## config.mk

```make
export PLATFORM = sky130hd
export DESIGN_NAME = day05_input_writer
export DESIGN_NICKNAME = d
export VERILOG_FILES = /design/src/rtl/day05_pkg.sv /design/src/rtl/day05_bin2bcd.sv /design/src/rtl/day05_input_writer.sv
export SDC_FILE = /design/constraint.sdc
export NUM_CORES = 1
export LEC_CHECK = 0
export CORE_AREA = 4 4 219 221
export CTS_CLUSTER_DIAMETER = 100
export DETAILED_ROUTE_END_ITERATION = 10
export DIE_AREA = 0 0 223 225
export GPL_ROUTABILITY_DRIVEN = 1
export SYNTH_ARGS = -nofsm -noshare
export SYNTH_HDL_FRONTEND = slang
export SYNTH_HIERARCHICAL = 1
export SYNTH_SLANG_ARGS = --single-unit
```

## constraint.sdc

```tcl
create_clock -name clk -period 2.77 [get_ports clk]
set_clock_uncertainty 0.2 [all_clocks]
set_input_delay 0.554 -clock clk [delete_from_list [all_inputs] [get_ports clk]]
set_output_delay 0.554 -clock clk [all_outputs]
set_load 0.01 [all_outputs]
```

## src/rtl/day05_pkg.sv

```systemverilog
// Shared definitions for the day05 input writer: record kinds, ASCII bytes,
// writer states, and BCD helpers used by the double-dabble converter.
package day05_pkg;

   // Record kind encodings on in_kind
   localparam logic [1:0] KIND_RANGE = 2'd0;
   localparam logic [1:0] KIND_SEP   = 2'd1;
   localparam logic [1:0] KIND_VALUE = 2'd2;
   localparam logic [1:0] KIND_END   = 2'd3;

   // ASCII bytes written into the stream
   localparam logic [7:0] CH_ZERO = 8'h30;
   localparam logic [7:0] CH_DASH = 8'h2D;
   localparam logic [7:0] CH_NL   = 8'h0A;

   // A 64-bit unsigned value never needs more than 20 decimal digits
   localparam int BCD_DIGITS = 20;
   localparam int BCD_BITS   = 4 * BCD_DIGITS;

   typedef enum logic [2:0] {
      S_IDLE,
      S_CONV,
      S_EMIT,
      S_DASH,
      S_NL,
      S_DONE
   } wr_state_e;

   // Index of the most significant non-zero digit; 0 when the value is 0,
   // so a zero operand still emits exactly one "0".
   function automatic logic [4:0] lead_digit(input logic [BCD_BITS-1:0] bcd);
      logic [4:0] l;
      l = '0;
      for (int i = 0; i < BCD_DIGITS; i++) begin
         if (bcd[4*i +: 4] != 4'd0) l = 5'(i);
      end
      return l;
   endfunction

   // Double-dabble correction: every digit >= 5 gets +3 before the shift.
   function automatic logic [BCD_BITS-1:0] bcd_adjust(input logic [BCD_BITS-1:0] bcd);
      logic [BCD_BITS-1:0] r;
      r = bcd;
      for (int i = 0; i < BCD_DIGITS; i++) begin
         if (bcd[4*i +: 4] >= 4'd5) r[4*i +: 4] = bcd[4*i +: 4] + 4'd3;
      end
      return r;
   endfunction

endpackage

```

## src/rtl/day05_bin2bcd.sv

```systemverilog
// Sequential 64-bit binary to 20-digit BCD converter (double-dabble).
// The start cycle loads the operand and performs the first shift; 63 more
// shifts follow, one per cycle, and done pulses for one cycle once bcd holds
// the final result.
module day05_bin2bcd
   import day05_pkg::*;
(
   input  logic                clk,
   input  logic                rst,
   input  logic                start,
   input  logic [63:0]         bin,
   output logic                busy,
   output logic                done,
   output logic [BCD_BITS-1:0] bcd
);

   logic [63:0]         sh;
   logic [5:0]          cnt;
   logic [BCD_BITS-1:0] bcd_adj;

   // Per-digit +3 correction applied ahead of each shift
   always_comb begin
      bcd_adj = bcd_adjust(bcd);
   end

   // Shift engine: load-and-first-shift on start, then 63 correction/shift steps
   always_ff @(posedge clk) begin
      if (rst) begin
         sh   <= '0;
         cnt  <= '0;
         busy <= 1'b0;
         done <= 1'b0;
         bcd  <= '0;
      end else begin
         done <= 1'b0;
         if (start) begin
            // An all-zero BCD register needs no correction, so the first
            // shift can be folded into the load.
            bcd  <= {{(BCD_BITS-1){1'b0}}, bin[63]};
            sh   <= {bin[62:0], 1'b0};
            cnt  <= 6'd1;
            busy <= 1'b1;
         end else if (busy) begin
            bcd <= {bcd_adj[BCD_BITS-2:0], sh[63]};
            sh  <= {sh[62:0], 1'b0};
            cnt <= cnt + 6'd1;
            if (cnt == 6'd63) begin
               busy <= 1'b0;
               done <= 1'b1;
            end
         end
      end
   end

endmodule

```

## src/rtl/day05_input_writer.sv

```systemverilog
// Formats binary RANGE / SEP / VALUE / END records into the ASCII image the
// day05 core reads from ROM ("L-R\n" lines, a blank line, "ID\n" lines),
// writing one byte per cycle. Decimal digits come from day05_bin2bcd.
// Optional build macro DAY05_WR_NO_FINAL_NL_EN: when the last record written
// was a VALUE, byte_count excludes its trailing newline (the byte is still
// written), so the core sees EOF with a pending digit string.
//
// Handshake: a record is taken on the rising edge where in_valid && in_ready;
// in_ready is high only while idle, and the record fields are captured on that
// edge so the source may change them immediately afterwards.
module day05_input_writer
   import day05_pkg::*;
#(
   parameter int N_ADDR_BITS = 16,
   parameter int MEM_DEPTH   = 65536
)(
   input  logic                   clk,
   input  logic                   rst,
   input  logic                   in_valid,
   output logic                   in_ready,
   input  logic [1:0]             in_kind,
   input  logic [63:0]            in_lo,
   input  logic [63:0]            in_hi,
   output logic                   mem_we,
   output logic [N_ADDR_BITS:0]   mem_addr,
   output logic [7:0]             mem_wdata,
   output logic [N_ADDR_BITS:0]   byte_count,
   output logic                   done,
   output logic                   overflow,
   output logic                   proto_err
);

   localparam int AW = N_ADDR_BITS + 1;

   wr_state_e           state;
   logic [1:0]          kind_r;
   logic [63:0]         lo_r;
   logic [63:0]         hi_r;
   logic                phase;      // 0: first operand (lo), 1: second operand (hi)
   logic [4:0]          pos;        // digit currently on the write port during EMIT
   logic                sep_seen;
   logic [AW-1:0]       ptr;

   logic                b2b_start;
   logic                b2b_busy;
   logic                b2b_done;
   logic [BCD_BITS-1:0] b2b_bcd;
   logic [63:0]         b2b_bin;

   logic                accept;
   logic                legal;
   logic [4:0]          lead;
   logic [4:0]          emit_idx;
   logic [3:0]          digit;
   logic                wr_go;
   logic [7:0]          wr_byte;
   logic                in_range;
   logic [AW-1:0]       final_count;

   assign in_ready = (state == S_IDLE) && !rst && !b2b_busy;
   assign accept   = in_valid && in_ready;
   assign b2b_bin  = phase ? hi_r : lo_r;
   assign in_range = 32'(ptr) < MEM_DEPTH;
   assign lead     = lead_digit(b2b_bcd);
   assign emit_idx = (state == S_CONV) ? lead : pos - 5'd1;
   assign digit    = b2b_bcd[{emit_idx, 2'b00} +: 4];

   day05_bin2bcd u_bin2bcd (
      .clk   (clk),
      .rst   (rst),
      .start (b2b_start),
      .bin   (b2b_bin),
      .busy  (b2b_busy),
      .done  (b2b_done),
      .bcd   (b2b_bcd)
   );

   // Record legality: ranges and the separator only before the blank line, IDs only after
   always_comb begin
      legal = 1'b1;
      case (in_kind)
         KIND_VALUE: legal = sep_seen;
         KIND_END:   legal = 1'b1;
         default:    legal = !sep_seen;
      endcase
   end

   // Byte scheduled for the next cycle: each state's byte is registered on entry
   always_comb begin
      wr_go   = 1'b0;
      wr_byte = CH_NL;
      case (state)
         S_IDLE: begin
            if (accept && legal && in_kind == KIND_SEP) wr_go = 1'b1;
         end
         S_CONV: begin
            if (b2b_done) begin
               wr_go   = 1'b1;
               wr_byte = CH_ZERO + {4'd0, digit};
            end
         end
         S_EMIT: begin
            wr_go = 1'b1;
            if (pos != 5'd0)                            wr_byte = CH_ZERO + {4'd0, digit};
            else if (kind_r == KIND_RANGE && !phase)    wr_byte = CH_DASH;
            else                                        wr_byte = CH_NL;
         end
         default: ;
      endcase
   end

`ifdef DAY05_WR_NO_FINAL_NL_EN
   logic last_value;

   // Remember whether the most recent record that wrote bytes was a VALUE
   always_ff @(posedge clk) begin
      if (rst)                                                  last_value <= 1'b0;
      else if (accept && legal && in_kind != KIND_END)          last_value <= (in_kind == KIND_VALUE);
   end

   assign final_count = last_value ? ptr - AW'(1) : ptr;
`else
   assign final_count = ptr;
`endif

   // Writer FSM with registered write port and sticky status flags
   always_ff @(posedge clk) begin
      if (rst) begin
         state      <= S_IDLE;
         kind_r     <= KIND_RANGE;
         lo_r       <= '0;
         hi_r       <= '0;
         phase      <= 1'b0;
         pos        <= '0;
         sep_seen   <= 1'b0;
         ptr        <= '0;
         b2b_start  <= 1'b0;
         mem_we     <= 1'b0;
         mem_addr   <= '0;
         mem_wdata  <= '0;
         byte_count <= '0;
         done       <= 1'b0;
         overflow   <= 1'b0;
         proto_err  <= 1'b0;
      end else begin
         mem_we    <= 1'b0;
         b2b_start <= 1'b0;

         // The pointer advances even for suppressed bytes so the stream
         // layout stays identical whatever the memory size.
         if (wr_go) begin
            mem_we    <= in_range;
            mem_addr  <= ptr;
            mem_wdata <= wr_byte;
            ptr       <= ptr + AW'(1);
            if (!in_range) overflow <= 1'b1;
         end

         case (state)
            S_IDLE: begin
               if (accept) begin
                  kind_r <= in_kind;
                  lo_r   <= in_lo;
                  hi_r   <= in_hi;
                  phase  <= 1'b0;
                  if (!legal) begin
                     proto_err <= 1'b1;
                  end else begin
                     case (in_kind)
                        KIND_RANGE, KIND_VALUE: begin
                           state     <= S_CONV;
                           b2b_start <= 1'b1;
                        end
                        KIND_SEP: begin
                           state    <= S_NL;
                           sep_seen <= 1'b1;
                        end
                        default: begin
                           state      <= S_DONE;
                           done       <= 1'b1;
                           byte_count <= final_count;
                        end
                     endcase
                  end
               end
            end
            S_CONV: begin
               if (b2b_done) begin
                  state <= S_EMIT;
                  pos   <= lead;
               end
            end
            S_EMIT: begin
               if (pos != 5'd0)                          pos   <= pos - 5'd1;
               else if (kind_r == KIND_RANGE && !phase)  state <= S_DASH;
               else                                      state <= S_NL;
            end
            S_DASH: begin
               state     <= S_CONV;
               phase     <= 1'b1;
               b2b_start <= 1'b1;
            end
            S_NL: begin
               state <= S_IDLE;
            end
            default: ;
         endcase
      end
   end

endmodule

```

; Word-level counts from Yosys, hierarchy flattened
; Index checks and enable logic that the tools add are counted.
; Widths: inputs -> output; s select.
[word_totals]
register_bits = 355
inputBits = 133
out_inout_bits = 47
wordCells = 212
[op_classes]
add_sub_neg = 24
order_cmp = 21
n_eq_ne = 13
n_shift = 1
mux = 75
bitwise = 5
n_reduce_logical = 50
[op_table]
columns = operator, count
row1 = $mux 64, 3
row2 = $mux 5, 21
row3 = $ge 4x3->1 const B, 20
row4 = $shiftx 80x8->4, 1
row5 = $add 4x2->4 const B, 19
row6 = $mux 4, 19
row7 = $reduce_bool 4->1, 19
row8 = $mux 3, 6
row9 = $add 17x1->17 const B, 1
row10 = $lt 17x17->1 const B, 1
row11 = $mux 1, 15
row12 = $pmux 3 s5, 1
row13 = $mux 7, 2
row14 = $pmux 7 s2, 1
row15 = $pmux 5 s2, 1
row16 = $reduce_bool 5->1, 2
row17 = $ne 2x2->1 const B, 4
row18 = $reduce_and 4->1, 2
row19 = $add 6x4->7 const A, 1
row20 = $add 6x1->6 const B, 1
row21 = $eq 3x2->1 const B, 2
row22 = $eq 6x6->1 const B, 1
row23 = $logic_and 1x1->1, 6
row24 = $mux 6, 1
row25 = other kinds (20), 39

; Longest topological paths before layout
; Gate-level depths: netlist of the first run.
[logic_depth]
ltp_word = 25
ltp_mapped = 12
ltp_nobuf = 11

; Hierarchy
; Netlist of the first run, hierarchy kept.
[modules_own_cells]
columns = module, n_inst, cells_per_inst, area_per_inst_um2, seq_area_each_um2
row1 = day05_input_writer, 1, 1195, 9661.8, 4043.9
row2 = day05_bin2bcd, 1, 1046, 8505.7, 3022.9

; Worst setup path after synthesis of the first run
; Ideal clock, no wire load.
[synth_timing]
kind = reg-to-reg
startpoint = register u_bin2bcd.bcd[20]
endpoint = register mem_wdata[0]
setup_time_ns = 0.136
arrival_time_ns = 2.569
required_time_ns = 2.434
path_slack_ns = -0.134
path_stages_with_launch = 11
path_buffers = 1
period_less_slack_ns = 2.904
cell_sequence = dfxtp_1 or4_1 o21ai_1 a31oi_1 o31a_1 o31ai_4 buf_6 a21oi_1 a311o_1 a221oi_2 o32ai_1
[synth_between]
elab_chain_len = 21
word_cells_on_any_way = 22
classes_between = add/sub (1) / shift (1) / mux (19) / reduce/logical (1)
[synth_lines]
columns = item, line_no
row1 = start: declaration, day05_bin2bcd.sv:14  ; output logic [BCD_BITS-1:0] bcd
row2 = start signal: assignment, day05_bin2bcd.sv:39  ; bcd <= {{(BCD_BITS-1){1'b0}}, bin[63]};
row3 = start signal: assignment, day05_bin2bcd.sv:44  ; bcd <= {bcd_adj[BCD_BITS-2:0], sh[63]};
row4 = $reduce_bool 4->1, day05_pkg.sv:35  ; if (bcd[4*i +: 4] != 4'd0) l = 5'(i);
row5 = $mux 5 (15 in a row), day05_pkg.sv:35
row6 = $mux 5, day05_input_writer.sv:65  ; assign emit_idx = (state == S_CONV) ? lead : pos - 5'd1;
row7 = $shiftx 80x8->4 (*), day05_input_writer.sv:66  ; assign digit = b2b_bcd[{emit_idx, 2'b00} +: 4];
row8 = $add 6x4->7 (*), "day05_input_writer.sv:99, day05_input_writer.sv:104"
row9 = $mux 7 (on tied branches), "day05_input_writer.sv:104, day05_input_writer.sv:97"
row10 = $pmux 7 s2 (*), day05_input_writer.sv:92  ; case (state)
row11 = end signal: assignment, day05_input_writer.sv:154  ; mem_wdata <= wr_byte;
row12 = end: declaration, day05_input_writer.sv:26  ; output logic [7:0] mem_wdata,
; Every way passes the cells marked *; elsewhere a longest branch is shown, timed or not.
; A chain may end at the register's enable or synchronous reset.

; Worst setup path in the final report of the first run
[layout_timing]
startpoint = register u_bin2bcd.bcd[22]
endpoint = register mem_wdata[0]
[layout_between]
elab_chain_len = 21
word_cells_on_any_way = 22
classes_between = add/sub (1) / shift (1) / mux (19) / reduce/logical (1)
[layout_lines]
columns = item, line_no
row1 = $reduce_bool 4->1 (*), day05_pkg.sv:35
row2 = $mux 5 (*) (15 in a row), day05_pkg.sv:35
row3 = $mux 5 (*), day05_input_writer.sv:65
row4 = $shiftx 80x8->4 (*), day05_input_writer.sv:66
row5 = $add 6x4->7 (*), "day05_input_writer.sv:99, day05_input_writer.sv:104"
row6 = $mux 7 (on tied branches), "day05_input_writer.sv:104, day05_input_writer.sv:97"
row7 = $pmux 7 s2 (*), day05_input_writer.sv:92
; Marks and branches as above.

==> summary.md, run 1 <==
| Metric | Value |
|---|---|
| Outcome | `finished with violations` |
| Violated checks | `setup timing` |
| Top cell family by delay on the critical path | `compound AO/OA/AOI/OAI gates` |
| Hold wc startpoint | `rst` |
| H-tree levels | `2` |
| Setup crit start kind | `register` |
| Initial antenna violation count | `1` |
| Fin nets | `2672` |
| Vias in the first global route | `16000` |
| Mean routed wirelength per cell | `15.3 microns` |
| Number of antenna-violating nets in the routed design | `0` |
| Cell at the slowest stage of the critical path | `or4_4` |
| Crit path buffers/inverters | `2` |
| Library cell used as clock root buffer | `clkbuf_16` |
| Die extent in x | `223 microns` |
| Post-DP HPWL | `32000 microns` |
| Die Outline Area | `0.0502 sq mm` |
| Most frequent CP cell | `buf_4` |
| Synthesis-stage register bit count | `353` |
| Final total negative setup slack | `-1020 ps` |
| Leak | `8.81 nW` |
| Die height | `approximately 230 microns` |
| Part of the total power dissipated in the clock network | `39.5%` |
| Row count | `roughly 80` |
| Crit Path Class | `register to register` |
| Wire length of the first global-routing pass | `79100 microns` |
| Internal power | `between 9 and 10 mW` |
| DRC violation total after the first TritonRoute iteration | `1073` |
| Final setup fails | `4` |
| Capture endpoint of the worst hold path | `u_bin2bcd/sh[56]` |
| Starting Density | `approximately two fifths` |
| Number of synthesized flops with an enable pin | `0` |
| TritonCTS clock tree | `done` |
| Element type at the critical path end | `register` |
| Longest Clk Path Bufs | `3` |
| Share of the cycle needed by the critical path after routing | `111%` |
| CTS sink cnt | `353` |
| Post-synthesis cell area | `0.0182 sq mm` |
| Max-cap violation count | `0` |
| Combinational power share | `19.3%` |
| Instance area after placement | `0.0215 sq mm` |
| Via-per-instance ratio | `5.28` |
| Unrepaired setup endpoints after global routing | `yes` |
| Max FO, Critical Path | `8` |
| CORE AREA | `around 0.046 sq mm` |
| Worst r2r src | `u_bin2bcd/bcd[22]` |
| Prevailing post-synth register cell | `dfxtp_1` |
| Clock edge transition at the registers on the reported setup and hold paths | `about 60 ps` |
| Hold Crit Class | `primary input to register` |
| Diode count | `0` |
| Clock period minus worst slack | `3070 ps` |
| Critical path, cell by cell | `or4_4 -> buf_4 -> a211oi_4 -> o221ai_2 -> buf_4 -> a31o_2 -> and3_1 -> a311o_1 -> a221oi_2 -> o32ai_1` |
| Synthesized instance count | `2241` |
| GR Overflow Total | `0` |
| Worst reg2reg path endpoint | `mem_wdata[0]` |
| Clk Latency, worst-skew pair | `560 ps` |
| I/O pin count | `180` |
| Fraction of layout instances using a drive strength above 1 | `between 10% and 20%` |
| DRC violations left | `0` |
| All-layer global routing usage | `between 15 and 20%` |
| Switching share of power | `27.4%` |
| Sequential-to-total area share from yosys stat | `38.9%` |
| Total iterations of the first detailed-routing run | `5` |
| Worst EP arrival | `about 3300 ps` |
| Relative max-transition margin | `26.2%` |
| Final Worst Setup Slack | `-304 ps` |
| Max Transition Viols Final | `0` |
| Largest stage delay on the critical path | `540 ps` |
| Worst reg-to-reg path cell count | `10` |
| Total power draw | `13.5 mW` |
| Transition time of the tightest slew-check pin | `~1100 ps` |
| Post-route cell area | `0.0231 sq mm` |
| Worst R2R Setup Slack | `-300 ps` |
| Total detailed-routing wirelength | `about 48000 microns` |
| Switching power total | `3.70 mW` |
| Maximum number of pins on one net before global-route repair | `270` |
| Hold Slack | `160 ps` |
| Ys async rst share | `0%` |
| Sequential share of power | `41.3%` |
| Routed via count | `16500` |
| Number of input and output port buffers inserted | `approximately 180` |
| Count of hold-fix buffers inserted at cts | `0` |
| Power per cell area | `between 500 and 600 mW/mm^2` |
| Final core utilization | `50.1%` |
| F_max | `325 MHz` |
| Number of distinct standard cells referenced by the synthesized netlist | `between 60 and 70` |
| Worst hold path depth | `3` |
| Placer's final routability congestion estimate | `0.874` |
| Average size of a mapped cell | `approximately 8.1 sq um` |
| Worst endpoint required time | `2960 ps` |
| Layout overhead on the synthesized area | `27.3%` |
| Yosys Warn Count | `6` |
| Hold Vio Cnt, Final | `0` |
| Number of CTS-inserted buffers | `between 40 and 50` |
| Largest vdd supply drop | `352 uV` |
[worst max-delay path by stage]
stage,startpoint,to,slack [ps],cells past startpoint
5_1_grt,u_bin2bcd/bcd[22],mem_wdata[2],-370,11
6_report,u_bin2bcd/bcd[22],mem_wdata[0],-300,10
2_1_floorplan,u_bin2bcd/bcd[21],mem_wdata[0],-40,10
4_1_cts,u_bin2bcd/bcd[51],mem_wdata[0],-190,12
3_5_place_dp,u_bin2bcd/bcd[73],mem_wdata[0],-290,8
3_3_place_gp,u_bin2bcd/bcd[8],mem_wdata[0],-270,11
[per-layer routing]
layer	vias to the layer above	share of wire [%]	global-route usage, %
met1	7796	47	24.9
met4	2	2.5	5.71
met3	90	4.2	2.70
li1	8320	-	-
met2	339	46	30.2
met5	-	0.029	0
[cells in the final DEF (no fill, tap or decap), drive strengths merged, types with 5 or more instances in the layout]
cell	n
nor3	17
o21a	16
nor2b	16
clkinv	9
dfxtp	353
nand2b	38
mux2i	32
xnor2	5
nand4b	13
a31oi	41
a21oi	170
o32ai	15
clkbuf	60
nor4	18
a2111o	27
mux2	128
nand2	583
ha	43
or3b	21
clkdlybuf4s50	175
buf	183
nor2	66
o21ai	78
and3	8
o211ai	28
inv	62
nand3b	144
and2	7
nand3	52
a211oi	10
xor2	14
nand4	9
or3	26
or4	21
[power by group through the flow]
stage	clock, mW	combinational (mW)	sequential [mW]
2_1_floorplan	0	1.45	5.67
3_3_place_gp	0	2.41	5.67
3_5_place_dp	0	2.44	5.68
4_1_cts	5.48	2.62	5.58
5_1_grt	5.67	2.86	5.61
6_report	5.33	2.60	5.58
[cells in the mapped netlist (15+ instances only)]
cell type / count / area share, %
mux2_2: 127 / 7.9
o32ai_1: 15 / 0.72
o21ai_0: 73 / 2.0
nand2b_1: 38 / 1.3
a21oi_1: 170 / 4.7
or4_1: 20 / 0.83
o21a_1: 16 / 0.66
nor2b_1: 16 / 0.55
or3_1: 26 / 0.90
a31oi_1: 40 / 1.4
o211ai_1: 27 / 1.1
mux2i_1: 32 / 1.8
nand3_1: 52 / 1.4
nand3b_1: 144 / 6.0
nor4_1: 17 / 0.59
buf_2: 31 / 0.85
nor2_1: 66 / 1.4
nor3_1: 17 / 0.47
nand2_1: 582 / 12
a2111o_1: 27 / 1.7
ha_1: 43 / 3.0
clkbuf_1: 102 / 2.1
inv_1: 60 / 1.2
or3b_2: 21 / 1.0
dfxtp_1: 353 / 39
[cell type report]
class / instances / area (sq um)
repair buffers: 359 / 3260
flip-flops and latches: 353 / 7080
clock buffers: 60 / 1220
multi-input cells: 1680 / 10500
inverters: 61 / 229
well taps: 607 / 759
clock inverters: 13 / 121
fillers: 4363 / 23000
[worst min-delay path, cell delays in order]
cell and delay (ps):
buf_6 80, buf_4 190, a21oi_1 50
[sequential cells by signal, summed over array words and instances, names as in the netlist]
name,cells
b2b_start,1
byte_count,17
done,1
final_count,17
hi_r,64
kind_r,2
lo_r,64
mem_addr,17
mem_wdata,6
mem_we,1
overflow,1
phase,1
pos,5
proto_err,1
sep_seen,1
state,3
u_bin2bcd/bcd,80
u_bin2bcd/busy,1
u_bin2bcd/cnt,6
u_bin2bcd/done,1
u_bin2bcd/sh,63
[stage by stage]
stage	std cells	worst slack, ps
3_3_place_gp	3052	-266
5_1_grt	3133	-369
3_5_place_dp	3052	-289
6_report	3133	-304
2_1_floorplan	2242	-35.3
4_1_cts	3134	-190
[cells by family (layout without fill, tap and decap cells)]
| logic type | count (synthesis) | in the layout | synth area share (%) |
|---|---|---|---|
| compound gates | 412 | 412 | 14.3 |
| xor+xnor | 19 | 19 | 0.916 |
| fa+ha+maj | 43 | 43 | 2.96 |
| buf+inv | 209 | 493 | 4.80 |
| flops | 353 | 353 | 38.9 |
| mux | 161 | 161 | 9.82 |
| other cells | 1 | 2 | 0.0206 |
| simple gates | 1043 | 1043 | 28.2 |
[timing repair]
| item | 4_1_cts | 5_1_grt |
|---|---|---|
| pin swaps | 9 | 16 |
| gates resized for setup | 36 | 18 |
| endpoints found under the setup margin | 5 | 5 |
| buffers inserted | 6 | 1 |
| gates cloned | 3 | 0 |
Power figures use the tool's default switching activity.
==> inputs of run 2 (changes only) <==
--- a/config.mk
+++ b/config.mk
@@ -5,11 +5,14 @@
 export SDC_FILE = /design/constraint.sdc
 export NUM_CORES = 1
 export LEC_CHECK = 0
-export CORE_AREA = 4 4 219 221
+export CELL_PAD_IN_SITES_DETAIL_PLACEMENT = 1
+export CELL_PAD_IN_SITES_GLOBAL_PLACEMENT = 2
+export CORE_AREA = 4 4 248 250
 export CTS_CLUSTER_DIAMETER = 100
 export DETAILED_ROUTE_END_ITERATION = 10
-export DIE_AREA = 0 0 223 225
+export DIE_AREA = 0 0 252 254
 export GPL_ROUTABILITY_DRIVEN = 1
+export PLACE_DENSITY_LB_ADDON = 0.1
 export SYNTH_ARGS = -nofsm -noshare
 export SYNTH_HDL_FRONTEND = slang
 export SYNTH_HIERARCHICAL = 1
==> summary.md, run 2 (synthesized netlist as in run 1, its figures left out) <==
| Metric | Value |
|---|---|
| Outcome | `finished with violations` |
| Violated checks | `setup timing` |
| Die extent in x | `252 microns` |
| Hold Crit Class | `register to register` |
| Number of antenna-violating nets in the routed design | `0` |
| Placer's final routability congestion estimate | `0.795` |
| Reg with most FFs | `u_bin2bcd/bcd` |
| Share of the cycle needed by the critical path after routing | `106%` |
| Library cell used as clock root buffer | `clkbuf_16` |
| Fraction of layout instances using a drive strength above 1 | `approximately 18%` |
| Total detailed-routing wirelength | `57300 microns` |
| Number of input and output port buffers inserted | `177` |
| Max Transition Viols Final | `0` |
| Hold Slack | `between 200 and 300 ps` |
| Count of hold-fix buffers inserted at cts | `0` |
| Fin nets | `2682` |
| Routed via count | `roughly 17000` |
| Final total negative setup slack | `-525 ps` |
| Die Outline Area | `0.0640 sq mm` |
| Leak | `8.90 nW` |
| Number of CTS-inserted buffers | `44` |
| Setup crit start kind | `register` |
| Longest Clk Path Bufs | `3` |
| Part of the total power dissipated in the clock network | `41.4%` |
| Switching share of power | `28.0%` |
| Final Worst Setup Slack | `-152 ps` |
| Worst reg-to-reg path cell count | `9` |
| Hold Vio Cnt, Final | `0` |
| Via-per-instance ratio | `5.04` |
| Biggest regs | `u_bin2bcd/bcd (80), hi_r (64), lo_r (64)` |
| Row count | `89` |
| Combinational power share | `between 10% and 20%` |
| Clock period minus worst slack | `roughly 3000 ps` |
| Clock edge transition at the registers on the reported setup and hold paths | `60 ps` |
| All-layer global routing usage | `between 15 and 20%` |
| DRC violations left | `0` |
| Initial antenna violation count | `1` |
| Max-cap violation count | `0` |
| H-tree levels | `2` |
| Die height | `between 200 and 300 microns` |
| Worst endpoint required time | `3010 ps` |
| Total iterations of the first detailed-routing run | `4` |
| Cell at the slowest stage of the critical path | `or4_4` |
| Transition time of the tightest slew-check pin | `1080 ps` |
| Switching power total | `between 3 and 4 mW` |
| I/O pin count | `180` |
| Wire length on met1 | `27700 microns` |
| Power per cell area | `between 500 and 600 mW/mm^2` |
| Maximum number of pins on one net before global-route repair | `245` |
| Top library cells by usage in the layout, fill and taps aside | `582 x nand2_1, 345 x dfxtp_1, 175 x clkdlybuf4s50_1` |
| Starting Density | `a little under a third` |
| CORE AREA | `0.0590 sq mm` |
| Relative max-transition margin | `28.1%` |
| Worst EP arrival | `between 3000 and 4000 ps` |
| Worst hold path depth | `2` |
| Crit Path Class | `register to register` |
| Post-DP HPWL | `about 39000 microns` |
| GR Overflow Total | `0` |
| Critical path, cell by cell | `or4_4 -> o41ai_4 -> a31oi_4 -> buf_4 -> buf_4 -> buf_4 -> a311o_1 -> a32oi_1 -> a31oi_1` |
| Mean routed wirelength per cell | `roughly 17 microns` |
| Layout overhead on the synthesized area | `29.5%` |
| Largest stage delay on the critical path | `590 ps` |
| Max FO, Critical Path | `8` |
| Final setup fails | `4` |
| Unrepaired setup endpoints after global routing | `yes` |
| F_max | `342 MHz` |
| Met2 layer wire length in the routed design | `26900 microns` |
| Internal power | `10.2 mW` |
| DRC violation total after the first TritonRoute iteration | `862` |
| Largest vdd supply drop | `391 uV` |
| Most frequent CP cell | `buf_4` |
| Flip-flop count of the largest register after layout | `80` |
| Element type at the critical path end | `register` |
| Uppermost routed layer | `met4` |
| Most frequent standard cell in the layout excluding fill and tap cells | `nand2_1` |
| Wire length of the first global-routing pass | `92800 microns` |
| Sequential share of power | `39.6%` |
| CTS sink cnt | `353` |
| Met3 WL post-DR | `around 1600 microns` |
| Clk Latency, worst-skew pair | `570 ps` |
| TritonCTS clock tree | `done` |
| Vias in the first global route | `17500` |
-- run 2: changes by cell type in the layout (fill, tap and decap cells not counted), moves of 4 or more --
| cell | before | now |
|---|---|---|
| buf_12 | 8 | 12 |
| buf_4 | 166 | 171 |
| clkbuf_1 | 8 | 16 |
| clkinv_2 | 8 | 4 |
| mux2i_1 | 24 | 31 |
| mux2i_2 | 6 | 0 |
| nor4_1 | 11 | 15 |
-- run 2: cell type report --
type / instances / area (sq um)
clock inverter: 9 / 128
clock buffer: 73 / 1340
sequential: 353 / 7080
antenna: 1 / 2.50
fill: 6961 / 35500
timing repair buffer: 366 / 3360
inverter: 61 / 229
multi-input combinational: 1680 / 10400
tap: 773 / 967
-- run 2: per-layer routing --
metal / vias to the layer above / global-route usage [%]
li1: 8355 / -
met1: 8113 / 23.5
met2: 188 / 29.5
met3: 60 / 2.56
met4: 0 / 4.05
met5: - / 0
-- run 2: repair_timing --
item / in CTS / in global routing
setup endpoints to repair: 6 / 9
buffers inserted: 1 / 4
resized for setup: 22 / 17
pin swaps: 8 / 4
cloned: 0 / 1
-- run 2: critical path: cells and delay by family, from the launching register on --
family	cells	cell delay [ps]
flops	1	320
simple gates	1	590
compound gates	5	1210
buf+inv	3	480
-- run 2: power groups by stage --
stage               combinational (mW)  clock, mW  sequential (mW)
detailed placement                2.55          0             5.69
CTS                               2.64       6.06             5.58
global placement                  2.52          0             5.67
floorplan                         1.45          0             5.67
finish                            2.68       5.84             5.58
global route                      2.95       6.27             5.62
-- run 2: worst paths after layout --
kind                                        start           end  slack (ps)
worst max-delay path            u_bin2bcd/bcd[73]  mem_wdata[1]        -150
worst min-delay path                  mem_addr[1]   mem_addr[1]         260
worst max register to register  u_bin2bcd/bcd[73]  mem_wdata[1]        -150
worst min register to register        mem_addr[1]   mem_addr[1]         260
-- run 2: per-stage QoR --
step	util, %	cell area [sq um]	setup WS (ps)	total power [mW]	cells
floorplan	-	18200	-35.3	7.12	2242
global placement	37.0	21800	-379	8.19	3227
detailed placement	37.0	21800	-451	8.24	3227
CTS	39.7	23400	-182	14.3	3310
global route	39.8	23500	-314	14.8	3315
finish	39.9	23500	-152	14.1	3316
